<file path="config.mk">
export PLATFORM = sky130hd
export DESIGN_NAME = bmp_frame_writer
export DESIGN_NICKNAME = d
export VERILOG_FILES = /design/src/rtl/bmp_frame_writer.sv
export SDC_FILE = /design/constraint.sdc
export NUM_CORES = 1
export LEC_CHECK = 0
export ABC_CLOCK_PERIOD_IN_PS = 3150
export CORE_MARGIN = 3
export CORE_UTILIZATION = 55
export DETAILED_ROUTE_END_ITERATION = 7
export HOLD_SLACK_MARGIN = 0.06
export PLACE_DENSITY = 0.8
export SLEW_MARGIN = 0
export SYNTH_ARGS = -nofsm -noshare
export SYNTH_HDL_FRONTEND = slang
export SYNTH_SLANG_ARGS = --single-unit
</file>
<file path="constraint.sdc">
create_clock -name clk -period 3.15 [get_ports clk]
set_input_delay 0.63 -clock clk [delete_from_list [all_inputs] [get_ports clk]]
set_output_delay 0.63 -clock clk [all_outputs]
set_load 0.1 [all_outputs]
</file>
<file path="src/rtl/bmp_frame_writer.sv">
// BMP frame writeback: copies the header/palette from source ROM to destination RAM, then captures the filter pixel stream.
// Optional FRAME_CHECKSUM_EN adds a 16-bit running sum of written pixel bytes.
module bmp_frame_writer #(
  parameter int BIT_WIDTH  = 8,
  parameter int ADDR_WIDTH = 14,
  parameter int HEADER_LEN = 1078,
  parameter int IMG_W      = 100,
  parameter int IMG_H      = 100
) (
  input  logic                  clk,
  input  logic                  rst_n,
  input  logic                  start,
  output logic [ADDR_WIDTH-1:0] src_addr,
  input  logic [BIT_WIDTH-1:0]  src_data,
  output logic                  dst_we,
  output logic [ADDR_WIDTH-1:0] dst_addr,
  output logic [BIT_WIDTH-1:0]  dst_data,
  output logic                  header_done,
  input  logic                  pix_valid,
  input  logic [BIT_WIDTH-1:0]  pix_data,
  output logic                  frame_done,
  output logic                  busy
`ifdef FRAME_CHECKSUM_EN
  ,
  output logic [15:0]           checksum
`endif
);

  localparam logic [ADDR_WIDTH-1:0] ONE       = ADDR_WIDTH'(1);
  localparam logic [ADDR_WIDTH-1:0] HDR_LEN_A = ADDR_WIDTH'(HEADER_LEN);
  localparam logic [ADDR_WIDTH-1:0] HDR_LAST  = ADDR_WIDTH'(HEADER_LEN - 1);
  localparam logic [ADDR_WIDTH-1:0] PIX_TOTAL = ADDR_WIDTH'(IMG_W * IMG_H);
  localparam logic [ADDR_WIDTH-1:0] PIX_LAST  = ADDR_WIDTH'(IMG_W * IMG_H - 1);

  typedef enum logic [1:0] {
    S_IDLE,
    S_HDR_COPY,
    S_PIX,
    S_DONE
  } state_t;

  state_t                r_state;
  logic [ADDR_WIDTH-1:0] r_hdr_cnt;
  logic [ADDR_WIDTH-1:0] r_pix_cnt;
  logic [ADDR_WIDTH-1:0] r_src_addr;
  logic                  r_dst_we;
  logic [ADDR_WIDTH-1:0] r_dst_addr;
  logic [BIT_WIDTH-1:0]  r_dst_data;
  logic                  r_header_done;
  logic                  r_frame_done;
  logic                  r_busy;
`ifdef FRAME_CHECKSUM_EN
  logic [15:0]           r_checksum;
`endif

  logic w_hdr_wr;
  logic w_pix_acc;
  logic w_pix_last;

  // r_hdr_cnt tracks the HDR_COPY cycle index; the ROM byte for address n lands in cycle n+1.
  assign w_hdr_wr   = (r_hdr_cnt != '0);
  assign w_pix_acc  = pix_valid && (r_pix_cnt < PIX_TOTAL);
  assign w_pix_last = (r_pix_cnt == PIX_LAST);

  always_ff @(posedge clk or negedge rst_n) begin
    if (!rst_n) begin
      r_state       <= S_IDLE;
      r_hdr_cnt     <= '0;
      r_pix_cnt     <= '0;
      r_src_addr    <= '0;
      r_dst_we      <= 1'b0;
      r_dst_addr    <= '0;
      r_dst_data    <= '0;
      r_header_done <= 1'b0;
      r_frame_done  <= 1'b0;
      r_busy        <= 1'b0;
`ifdef FRAME_CHECKSUM_EN
      r_checksum    <= '0;
`endif
    end else if ((r_state != S_IDLE) && !start) begin
      // Abort takes priority so a write sampled on this edge is never issued.
      r_state       <= S_IDLE;
      r_hdr_cnt     <= '0;
      r_pix_cnt     <= '0;
      r_src_addr    <= '0;
      r_dst_we      <= 1'b0;
      r_dst_addr    <= '0;
      r_dst_data    <= '0;
      r_header_done <= 1'b0;
      r_frame_done  <= 1'b0;
      r_busy        <= 1'b0;
`ifdef FRAME_CHECKSUM_EN
      r_checksum    <= '0;
`endif
    end else begin
      case (r_state)
        S_IDLE: begin
          r_dst_we <= 1'b0;
`ifdef FRAME_CHECKSUM_EN
          r_checksum <= '0;
`endif
          if (start) begin
            r_state    <= S_HDR_COPY;
            r_busy     <= 1'b1;
            r_hdr_cnt  <= '0;
            r_pix_cnt  <= '0;
            r_src_addr <= '0;
          end
        end

        S_HDR_COPY: begin
          r_dst_we <= w_hdr_wr;
          if (w_hdr_wr) begin
            r_dst_addr <= r_hdr_cnt - ONE;
            r_dst_data <= src_data;
          end
          if (r_hdr_cnt == HDR_LEN_A) begin
            r_state       <= S_PIX;
            r_header_done <= 1'b1;
          end else begin
            r_hdr_cnt <= r_hdr_cnt + ONE;
            if (r_hdr_cnt != HDR_LAST) begin
              r_src_addr <= r_hdr_cnt + ONE;
            end
          end
        end

        S_PIX: begin
          r_dst_we <= w_pix_acc;
          if (w_pix_acc) begin
            r_dst_addr <= HDR_LEN_A + r_pix_cnt;
            r_dst_data <= pix_data;
            r_pix_cnt  <= r_pix_cnt + ONE;
`ifdef FRAME_CHECKSUM_EN
            r_checksum <= r_checksum + 16'(pix_data);
`endif
            if (w_pix_last) begin
              r_state      <= S_DONE;
              r_frame_done <= 1'b1;
            end
          end
        end

        S_DONE: begin
          // Upstream holds its valid high after the last pixel; those beats are dropped.
          r_dst_we <= 1'b0;
        end

        default: begin
          r_state  <= S_IDLE;
          r_dst_we <= 1'b0;
        end
      endcase
    end
  end

  assign src_addr    = r_src_addr;
  assign dst_we      = r_dst_we;
  assign dst_addr    = r_dst_addr;
  assign dst_data    = r_dst_data;
  assign header_done = r_header_done;
  assign frame_done  = r_frame_done;
  assign busy        = r_busy;
`ifdef FRAME_CHECKSUM_EN
  assign checksum    = r_checksum;
`endif

endmodule

</file>
==> report_table.html <==
<table>
<tr><th>Metric</th><th>Value</th></tr>
<tr><th colspan="2">Placed design</th></tr>
<tr><td>Placed cell areas</td><td>4950 um2</td></tr>
<tr><td>Detailed Place HPWL</td><td>roughly 7900 um</td></tr>
<tr><td>Count of port buffers added during placement</td><td>59</td></tr>
<tr><td>Final weighted congestion in routability-driven placement</td><td>a little under 0.9</td></tr>
<tr><th colspan="2">Global route</th></tr>
<tr><td>Pin count of the biggest net entering global routing</td><td>43</td></tr>
<tr><td>Via count of the first global-routing pass</td><td>between 3000 and 4000</td></tr>
<tr><td>Global-route wire length before repair</td><td>about 18000 um</td></tr>
<tr><td>Met1 capacity usage during global routing</td><td>34.9%</td></tr>
<tr><td>GRT overflow</td><td>0</td></tr>
<tr><td>Gr usage total</td><td>about a quarter</td></tr>
<tr><td>Top Usage Layer GRT</td><td>met2</td></tr>
<tr><td>Met3 demand-to-capacity share in global routing</td><td>4.54%</td></tr>
<tr><td>Met2 Track Usage GR</td><td>between 40% and 50%</td></tr>
<tr><td>Number of antenna violations at the first check in global routing</td><td>0</td></tr>
<tr><th colspan="2">Synthesis</th></tr>
<tr><td>Async set-or-reset flop fraction in the synthesized netlist</td><td>100%</td></tr>
<tr><td>Unique cell type count in the Yosys netlist</td><td>59</td></tr>
<tr><td>Share of Yosys cell area claimed by the top area cell type</td><td>around two fifths</td></tr>
<tr><td>Synth top area cells</td><td>dfrtp_1 40%, o21ai_0 4.5%, o31ai_1 4.5%</td></tr>
<tr><td>Library cell with the largest summed area after synthesis</td><td>dfrtp_1</td></tr>
<tr><td>Primary FF master, synth</td><td>dfrtp_1</td></tr>
<tr><td>Combined area of all synthesized cells</td><td>4360 um2</td></tr>
<tr><td>Post-synth EDFFs</td><td>0</td></tr>
<tr><td>Number of nets produced by synthesis</td><td>roughly 520</td></tr>
<tr><td>Sequential cell area fraction in the yosys report</td><td>40.2%</td></tr>
<tr><td>Synthesis Warnings</td><td>0</td></tr>
<tr><td>Gate count after technology mapping</td><td>480</td></tr>
<tr><td>Post-synthesis sequential element count</td><td>70</td></tr>
<tr><td>Post-Synthesis Mean Instance Area</td><td>~9 um2</td></tr>
<tr><th colspan="2">Layout</th></tr>
<tr><td>Design Area, Final</td><td>5180 um2</td></tr>
<tr><td>P&amp;R area growth vs syn</td><td>18.8%</td></tr>
<tr><td>Ratio of cells with drive above 1 in the final layout</td><td>between 10% and 20%</td></tr>
<tr><td># nets final</td><td>about 570</td></tr>
<tr><td>Diode insertion count for antenna repair</td><td>0</td></tr>
<tr><td>Post-layout utilization of the core</td><td>between 60% and 70%</td></tr>
<tr><th colspan="2">Detailed routing</th></tr>
<tr><td>Detailed-router iteration count before antenna repair</td><td>6</td></tr>
<tr><td>Drt wl/cell</td><td>approximately 17 um</td></tr>
<tr><td>Via/cell ratio</td><td>6.17</td></tr>
<tr><td>1st-iter DRT viols</td><td>just over 300</td></tr>
<tr><td>Routed WL</td><td>10800 um</td></tr>
<tr><td>DRT antenna net count</td><td>0</td></tr>
<tr><td>DR DRC count</td><td>0</td></tr>
<tr><td>Total number of vias</td><td>around 3900</td></tr>
<tr><th colspan="2">STA</th></tr>
<tr><td>Fin. max-slew vios</td><td>0</td></tr>
<tr><td>Ratio of final minimum period to clock period</td><td>between 80% and 90%</td></tr>
<tr><td>Aggregate negative setup slack</td><td>0 ps</td></tr>
<tr><td>Final Hold Vio Count</td><td>0</td></tr>
<tr><td>Highest clock rate</td><td>approximately 0.38 GHz</td></tr>
<tr><td>Worst Max-Slew Pin Slew</td><td>714 ps</td></tr>
<tr><td>Worst slack on hold paths</td><td>330 ps</td></tr>
<tr><td>Setup repair after global routing missed its margin</td><td>false</td></tr>
<tr><td>Headroom to the max-slew limit</td><td>around 52%</td></tr>
<tr><td>Setup-violating endpoint count in the final report</td><td>0</td></tr>
<tr><td>Minimum clock period</td><td>2620 ps</td></tr>
<tr><td>Clock skew after layout</td><td>between 6 and 7 ps</td></tr>
<tr><th colspan="2">Power and ir drop</th></tr>
<tr><td>Leakage power summed over all cells</td><td>2.30 nW</td></tr>
<tr><td>Total power density per cell area</td><td>986 nW/um2</td></tr>
<tr><td>Overall power after layout</td><td>around 5 mW</td></tr>
<tr><td>Highest ir drop seen on vdd</td><td>0.373 mV</td></tr>
<tr><th colspan="2">Clock tree</th></tr>
<tr><td>TritonCTS clock tree</td><td>yes</td></tr>
<tr><td>Number of buffers added by the clock tree synthesis step</td><td>9</td></tr>
<tr><td>Clock H-tree levels</td><td>3</td></tr>
<tr><td>Total clock sinks</td><td>70</td></tr>
<tr><td>Number of buffers added to fix hold violations after cts</td><td>0</td></tr>
<tr><td>Bufs on Longest Clock Path</td><td>2</td></tr>
<tr><td>Post-cts gate resize count</td><td>0</td></tr>
<tr><td>Source-to-sink clock delay at the later pin of the worst-skew pair</td><td>340 ps</td></tr>
<tr><td>Clock transition at path regs</td><td>approximately 80 ps</td></tr>
<tr><td>Clock tree root buffer cell</td><td>clkbuf_8</td></tr>
<tr><td>Setup fix buffers added after clock tree synthesis</td><td>0</td></tr>
<tr><th colspan="2">Setup path</th></tr>
<tr><td>Endpoint of the worst register-to-register path</td><td>r_pix_cnt[12]</td></tr>
<tr><td>Data arrival, critical path</td><td>between 2000 and 3000 ps</td></tr>
<tr><td>Critical Path End</td><td>r_pix_cnt[12]</td></tr>
<tr><td>Startpoint of the worst register-to-register path</td><td>r_state[1]</td></tr>
<tr><td>Kind of start point of the critical path</td><td>flop</td></tr>
<tr><td>Crit Path Max Fanout</td><td>7</td></tr>
<tr><td>Worst reg-to-reg setup slack</td><td>between 500 and 600 ps</td></tr>
<tr><td>Launching instance or port of the critical path</td><td>r_state[1]</td></tr>
<tr><td>Worst Setup End Kind</td><td>flop</td></tr>
<tr><td>Worst-case reg-to-reg path depth</td><td>9</td></tr>
<tr><td>Type of the worst setup path</td><td>reg2reg</td></tr>
<tr><td>Crit path required time</td><td>about 3400 ps</td></tr>
<tr><th colspan="2">Die</th></tr>
<tr><td>Top Ports</td><td>60</td></tr>
<tr><td>Full die area</td><td>between 9000 and 10000 um2</td></tr>
<tr><td>Standard cell core area</td><td>7490 um2</td></tr>
<tr><td>Number of core rows</td><td>31</td></tr>
<tr><td>Die outline width</td><td>approximately 95 um</td></tr>
<tr><td>Effective utilization at floorplan</td><td>between 50 and 60%</td></tr>
<tr><td>DIE HEIGHT</td><td>roughly 95 um</td></tr>
<tr><th colspan="2">Flow run</th></tr>
<tr><td>Total of max-cap violations</td><td>0</td></tr>
<tr><th colspan="2">Run status</th></tr>
<tr><td>Status</td><td>completed</td></tr>
<tr><th colspan="2">Hold path</th></tr>
<tr><td>Worst Hold Class</td><td>in2async</td></tr>
</table>
[sequential cells by signal (all words and copies together) (netlist names)]
| signal | flops |
|---|---|
| dst_addr | 14 |
| r_hdr_cnt | 14 |
| r_pix_cnt | 14 |
| src_addr | 14 |
| dst_data | 8 |
| r_state | 2 |
| busy | 1 |
| dst_we | 1 |
| frame_done | 1 |
| header_done | 1 |
[kinds of logic after synthesis]
| family | share of synthesized area (%) |
|---|---|
| AOI/OAI and AO/OA | 20.4 |
| xor gates and xnor gates | 5.63 |
| adders and majority gates | 4.31 |
| buffers and inverters | 5.14 |
| DFF | 40.2 |
| muxes | 5.03 |
| and+or+nand+nor | 19.3 |
[synthesized netlist by cell type (2+ instances only)]
master / n
dfrtp_1: 70
buf_6: 2
o211ai_1: 5
nor4bb_1: 2
clkbuf_1: 19
nand2_1: 45
a21oi_1: 21
o22ai_1: 2
nor2_1: 29
xor2_1: 7
buf_4: 2
inv_1: 13
or4_1: 6
nor4_1: 7
a22o_1: 3
a21o_1: 10
buf_1: 2
mux2i_1: 14
mux2_2: 5
or3_1: 7
xnor2_1: 21
nand3_1: 19
nor3_1: 10
or4_4: 2
ha_1: 15
a32o_1: 2
nor2b_1: 3
mux2_1: 2
or2_2: 4
nor4_2: 2
o31ai_1: 26
buf_2: 11
nand4_1: 11
nand2b_1: 4
o21ai_0: 39
a31oi_1: 3
nor3b_1: 3
or2_1: 2
o21ai_1: 5
a2111oi_0: 2
a211oi_1: 5
[report_power, final]
part	leakage (nW)	internal [mW]	switching, mW
logic	1.25	0.867	2.18
registers	0.933	1.09	0.135
clock network	0.112	0.458	0.376
total	2.30	2.42	2.69
[metrics by stage]
stage                     cells  setup WS, ps
after floorplan             480           868
after global placement      619           372
after detailed placement    619           258
after CTS                   635           563
after global routing        635           381
final                       635           530
[final cells by class]
cell class,count,area [um2]
tap,99,124
fill,596,2310
multi-input combinational,360,2380
clock inverter,7,105
timing repair buffer,76,638
sequential,70,1750
clock buffer,9,124
inverter,14,52.6
[critical path, cell delays in order (launching register included)]
cell     delay, ps
dfrtp_1        430
inv_1          190
ha_1           210
inv_1           70
ha_1           220
nor2b_1        160
nor4_1         350
o21ai_1        240
or4_1          530
a21oi_1        150
[cells in the final DEF, fill, tap and decap left out, drive strengths merged, types with 18 or more instances in the layout]
master | synthesis | layout
nand2 | 45 | 45
dfrtp | 70 | 70
clkdlybuf4s50 | 0 | 18
nand3 | 19 | 19
o31ai | 26 | 26
o21ai | 45 | 45
buf | 17 | 58
xnor2 | 21 | 21
nor2 | 29 | 29
a21oi | 21 | 21
[worst min path at each step]
| stage | from | end | slack [ps] | cells after the start |
|---|---|---|---|---|
| 2_1_floorplan | rst_n | busy | 330 | 0 |
| 3_3_place_gp | src_addr[8] | src_addr[8] | 460 | 1 |
| 3_5_place_dp | src_addr[2] | src_addr[2] | 470 | 2 |
| 4_1_cts | rst_n | r_pix_cnt[11] | 340 | 1 |
| 5_1_grt | rst_n | r_pix_cnt[4] | 360 | 1 |
| 6_report | rst_n | r_pix_cnt[11] | 330 | 1 |
[metal layers]
layer	up-vias	part of all wire (%)	wire length (um)
met5	-	0	0
met1	1898	44	4770
li1	1851	-	-
met2	158	48	5210
met3	14	6.9	744
met4	0	1.0	109
(Power assumes the default switching activity.)
